**config.mk**
```make
export PLATFORM = sky130hd
export DESIGN_NAME = pipe_ctrl
export DESIGN_NICKNAME = d
export VERILOG_FILES = /design/src/rtl/pipe_ctrl.sv
export SDC_FILE = /design/constraint.sdc
export NUM_CORES = 1
export LEC_CHECK = 0
export CAP_MARGIN = 20
export CORE_AREA = 10 10 192 194
export CTS_BUF_LIST = sky130_fd_sc_hd__clkbuf_2
export CTS_CLUSTER_DIAMETER = 200
export DETAILED_ROUTE_END_ITERATION = 6
export DIE_AREA = 0 0 202 204
export GPL_TIMING_DRIVEN = 0
export PLACE_DENSITY = 0.8
export SLEW_MARGIN = 20
export SYNTH_ARGS = -nofsm -noshare
export SYNTH_HDL_FRONTEND = slang
export SYNTH_SLANG_ARGS = --single-unit
```
**constraint.sdc**
```tcl
create_clock -name clk -period 2.5 [get_ports clk]
set_input_delay 0.625 -clock clk [delete_from_list [all_inputs] [get_ports clk]]
set_output_delay 0.625 -clock clk [all_outputs]
set_load 0.05 [all_outputs]
```
**src/rtl/pipe_ctrl.sv**
```systemverilog
// Per-stage instr/PC/valid pipeline registers with combinational stall chain,
// bubble insertion, branch flush handshake and saturating performance counters.
module pipe_ctrl #(
    parameter int          XLEN     = 32,
    parameter int          STAGES   = 4,
    parameter int          BR_STAGE = 2,
    parameter int          CNT_W    = 32,
    parameter logic [29:0] NOP      = 30'h4
) (
    input  logic                       clk,
    input  logic                       rst_n,
    input  logic [29:0]                if_instr,
    input  logic                       if_valid,
    input  logic [XLEN-1:0]            if_curr_pc,
    input  logic [XLEN-1:0]            if_inc_pc,
    input  logic [STAGES-1:0]          stalled,
    input  logic                       flush_req,
    output logic                       flush_ack,
    output logic [STAGES-1:0]          stall,
    output logic [30*(STAGES-1)-1:0]   instr,
    output logic [XLEN*(STAGES-1)-1:0] curr_pc,
    output logic [XLEN*(STAGES-1)-1:0] inc_pc,
    output logic [STAGES-2:0]          valid,
    output logic [CNT_W-1:0]           stall_cnt,
    output logic [CNT_W-1:0]           bubble_cnt,
    output logic [CNT_W-1:0]           retire_cnt
);
    localparam int NS = STAGES - 1;

    logic [NS-1:0][29:0]     instr_q, instr_d, src_instr_s;
    logic [NS-1:0]           valid_q, valid_d, src_valid_s;
    logic [NS-1:0][XLEN-1:0] cpc_q, cpc_d, src_cpc_s;
    logic [NS-1:0][XLEN-1:0] ipc_q, ipc_d, src_ipc_s;
    logic [CNT_W-1:0]        stall_cnt_q, stall_cnt_d;
    logic [CNT_W-1:0]        bubble_cnt_q, bubble_cnt_d;
    logic [CNT_W-1:0]        retire_cnt_q, retire_cnt_d;
    logic [STAGES-1:0]       stall_s;
    logic                    flush_ack_s;
    logic                    bubble_hit_s;
    logic                    retire_s;

    function automatic logic [CNT_W-1:0] sat_inc(input logic [CNT_W-1:0] cnt, input logic inc);
        logic [CNT_W-1:0] res;
        if (inc && (cnt != {CNT_W{1'b1}})) begin
            res = cnt + {{(CNT_W-1){1'b0}}, 1'b1};
        end else begin
            res = cnt;
        end
        return res;
    endfunction

    // Stage k stalls when it or any younger-to-retire stage above it is stuck.
    always_comb begin
        stall_s = {STAGES{1'b0}};
        for (int k = 0; k < STAGES; k++) begin
            stall_s[k] = |(stalled >> k);
        end
    end

    assign flush_ack_s = flush_req & ~stall_s[BR_STAGE];
    assign retire_s    = valid_q[NS-1] & ~stall_s[STAGES-1];

    // Each stage's source is the stage below it; stage 0 is the fetch unit.
    assign src_instr_s = {instr_q[NS-2:0], if_instr};
    assign src_valid_s = {valid_q[NS-2:0], if_valid};
    assign src_cpc_s   = {cpc_q[NS-2:0], if_curr_pc};
    assign src_ipc_s   = {ipc_q[NS-2:0], if_inc_pc};

    // Next-state per stage: flush, hold, bubble or advance, in that priority.
    always_comb begin
        instr_d      = instr_q;
        valid_d      = valid_q;
        cpc_d        = cpc_q;
        ipc_d        = ipc_q;
        bubble_hit_s = 1'b0;
        for (int j = 0; j < NS; j++) begin
            if (flush_ack_s && ((j + 1) <= BR_STAGE)) begin
                instr_d[j] = NOP;
                valid_d[j] = 1'b0;
            end else if (stall_s[j+1]) begin
                instr_d[j] = instr_q[j];
                valid_d[j] = valid_q[j];
            end else if (stall_s[j]) begin
                instr_d[j] = NOP;
                valid_d[j] = 1'b0;
                if (src_valid_s[j]) begin
                    bubble_hit_s = 1'b1;
                end else begin
                    bubble_hit_s = bubble_hit_s;
                end
            end else begin
                instr_d[j] = src_instr_s[j];
                valid_d[j] = src_valid_s[j];
                cpc_d[j]   = src_cpc_s[j];
                ipc_d[j]   = src_ipc_s[j];
            end
        end
        stall_cnt_d  = sat_inc(stall_cnt_q, stall_s[0]);
        bubble_cnt_d = sat_inc(bubble_cnt_q, bubble_hit_s | flush_ack_s);
        retire_cnt_d = sat_inc(retire_cnt_q, retire_s);
    end

    // Pipeline and counter registers; reset empties the pipe and drops any pending flush.
    always_ff @(posedge clk or negedge rst_n) begin
        if (!rst_n) begin
            instr_q      <= {NS{NOP}};
            valid_q      <= {NS{1'b0}};
            cpc_q        <= {(NS*XLEN){1'b0}};
            ipc_q        <= {(NS*XLEN){1'b0}};
            stall_cnt_q  <= {CNT_W{1'b0}};
            bubble_cnt_q <= {CNT_W{1'b0}};
            retire_cnt_q <= {CNT_W{1'b0}};
        end else begin
            instr_q      <= instr_d;
            valid_q      <= valid_d;
            cpc_q        <= cpc_d;
            ipc_q        <= ipc_d;
            stall_cnt_q  <= stall_cnt_d;
            bubble_cnt_q <= bubble_cnt_d;
            retire_cnt_q <= retire_cnt_d;
        end
    end

    assign flush_ack  = flush_ack_s;
    assign stall      = stall_s;
    assign instr      = instr_q;
    assign valid      = valid_q;
    assign curr_pc    = cpc_q;
    assign inc_pc     = ipc_q;
    assign stall_cnt  = stall_cnt_q;
    assign bubble_cnt = bubble_cnt_q;
    assign retire_cnt = retire_cnt_q;
endmodule

```
==> metrics.md <==
| Metric | Value |
|---|---|
| Maximum clock rate | ~400 MHz |
| Vias in the first global route | 13.37k |
| Fin. max-slew vios | 0 |
| Die X-Extent | ~200 um |
| Num rows | 67 |
| Synthesized area | between 15000 and 20000 um^2 |
| Initial antenna violation count | 5 |
| DR vias/cell | about 5.2 |
| Routability Congestion | around 0.93 |
| VDD IR-drop max | 0.6207 mV |
| Arrival time worst endpoint | between 1.5 and 2 ns |
| Final period util | 97.49% |
| Non-filler cells, final | about 2.5k |
| Kind of critical path | in -> out |
| Setup crit end kind | output pin |
| Synth area leader | dfrtp_1 |
| Seq/Total Area, Yosys | roughly 63% |
| Avg Inst Size Synth | about 11 um^2 |
| Worst skew pair latency | roughly 1.1 ns |
| Port bufs | 487 |
| DRT iter0 DRCs | approximately 730 |
| Vias | roughly 13k |
| Number of max-cap violations | 0 |
| CP startpoint kind | input port |
| Hpwl dp | approximately 39 mm |
| Synth unique cells | just under 60 |
| Largest net degree at the start of global routing | 100 |
| Max transition margin | about a third |
| Outcome | completed |
| WHS | about 0.17 ns |
| Dpl cells | 2299 |
| I/O Pins | about 500 |
| Tmin final | ~2.4 ns |
| Nets | roughly 2.1k |
| Layout cells sized above 1 | between 30% and 40% |
| Drt wl/cell | ~21 um |
| Mapped Cells | approximately 1.4k |
| Number of synthesized flops with an enable pin | 0 |
| Pre-antenna DRT Iters | 4 |
| Final design utilization | 61.67% |
| Post-synthesis net count | between 1k and 1.5k |
| Max Buffers Root-to-Sink | 3 |
| Worst-Margin Slew | about 0.98 ns |
| Global-route wire length before repair | roughly 80 mm |
| Die area | ~40000 um^2 |
| CTS tree | built |
| CTS clk-pin slew, worst paths | around 0.1 ns |
| CORE AREA | around 33000 um^2 |
| Most frequent cell after synthesis | nand2_1 |
| PwrDens | 907.9 nW/um^2 |
| Asr flop ratio synth | 100.0% |
| Setup Skew | roughly 0.059 ns |
| Synth cell count leaders | nand2_1 (432), dfrtp_1 (378), a22o_1 (90) |
| Leak pwr | around 11 nW |
| Hold WC Path Type | in -> reg |
| Num CTS Buffers | 98 |
| Reg2reg setup slack | approximately 0.15 ns |
| # DRC | 0 |
| All-layer global routing usage | 24.97% |
| Clk Tree Root Cell | clkbuf_2 |
| Post-synth top area share | between 60% and 70% |
| Area Growth Syn to Fin | 34.09% |
| Final Hold Vio Count | 0 |
| Worst setup path startpoint | stalled[3] |
| Die Y | 204 um |
| Sinks on Clock Net | approximately 380 |
| Beginning of the worst hold path | if_inc_pc[1] |
| Total Wirelength | 52.80 mm |
| GRT overflow | 0 |
| #FFs+latches synth | 381 |
| WP data required | ~1.9 ns |
| Largest cells by area after synthesis | dfrtp_1 (62%), nand2_1 (11%), a22o_1 (5.2%) |
| Final setup viols | 0 |
| Final ANT Viol Nets | 0 |
| Worst-path maximum fanout | 10 |
| Worst r2r src | bubble_cnt[0] |
| H-tree depth | 3 |
| Initial Util | between 40% and 50% |
| Prevailing post-synth register cell | dfrtp_1 |
| Ys Warns | 0 |
[path summary, 6_finish.rpt]
| check | cells after the start | end |
|---|---|---|
| max | 5 | flush_ack |
| min | 2 | inc_pc[1] |
| max reg2reg | 7 | bubble_cnt[1] |
| min reg2reg | 2 | curr_pc[87] |
| max in group asynchronous | 5 | bubble_cnt[0] |
| min in group asynchronous | 3 | instr[0] |
[critical path, stage by stage]
cell and delay, ns:
dlygate4sd2_1 0.36, nor2_4 0.22, clkbuf_8 0.24, and2_1 0.15, buf_4 0.21
[layout make-up]
class,count,area [um^2]
clock inverter,16,106.4
tap,448,560.5
fill,2790,12690
buffer,58,264.0
antenna,8,20.02
sequential,381,9548
inverter,10,41.29
clock buffer,140,700.7
multi-input combinational,910,5419
timing repair buffer,498,3761
[layer usage]
metal	GRT usage [%]	wire [um]
met1	28.82	20530
met2	41.67	26180
met3	8.401	4132
met4	11.03	1935
met5	0	27
[kinds of logic (layout without fill, tap and decap cells)]
| group | count (synthesis) | in the layout | synth area share (%) |
|---|---|---|---|
| fa+ha+maj | 3 | 3 | 0.2465 |
| xor+xnor | 83 | 83 | 4.773 |
| simple gates | 636 | 636 | 18.61 |
| buf+inv | 69 | 722 | 1.939 |
| other cells | 0 | 8 | 0 |
| flops | 381 | 381 | 62.63 |
| compound gates | 120 | 120 | 6.753 |
| mux | 68 | 68 | 5.053 |
[registers in the layout (all words and copies together) (netlist names)]
register	count
retire_cnt	32
inc_pc	96
stall_cnt	32
bubble_cnt	32
curr_pc	96
valid	3
instr	90
[per-stage QoR]
step	instance area [um^2]	setup TNS (ns)	total power [W]	setup WS [ns]
2_1_floorplan	15240	0	0.01232	0.09235
3_3_place_gp	20670	-6166.16	0.01520	-16.95
3_5_place_dp	20790	-283.48	0.01532	-1.808
4_1_cts	20650	0	0.01877	0.00003575
5_1_grt	20420	-1.987	0.01940	-0.03109
6_report	20420	0	0.01854	0.06267
[report_power, final]
part / switching (W) / leakage (nW) / internal [W]
Clock: 0.00249 / 0.629 / 0.00158
Sequential: 0.000835 / 4.99 / 0.00712
Combinational: 0.00490 / 5.12 / 0.00161
Total: 0.00823 / 10.7 / 0.0103
[layout by cell type, fill, tap and decap left out, types with 5 or more instances in the layout]
| cell type | n |
|---|---|
| nand2_1 | 432 |
| xor2_1 | 56 |
| a22o_1 | 90 |
| nand4_1 | 30 |
| nor4_1 | 8 |
| dfrtp_1 | 370 |
| dfrtp_2 | 8 |
| nor3b_1 | 5 |
| clkdlybuf4s15_2 | 77 |
| buf_4 | 29 |
| nand3_1 | 36 |
| clkdlybuf4s50_1 | 97 |
| mux2_2 | 67 |
| xnor2_1 | 27 |
| nor2_1 | 52 |
| inv_1 | 8 |
| nor3_1 | 28 |
| buf_2 | 269 |
| buf_1 | 7 |
| and3_1 | 5 |
| a21oi_1 | 9 |
| clkbuf_4 | 15 |
| clkdlybuf4s18_2 | 13 |
| diode_2 | 8 |
| clkbuf_2 | 140 |
| clkbuf_1 | 34 |
| clkinv_1 | 8 |
[what timing repair did]
action,CTS,global route
endpoints found under the hold margin,194,0
resized for setup,1695,117
pin swaps,2,0
hold buffers,3,0
buffers inserted,4,0
setup endpoints to repair,444,79
(Power assumes the default switching activity.)
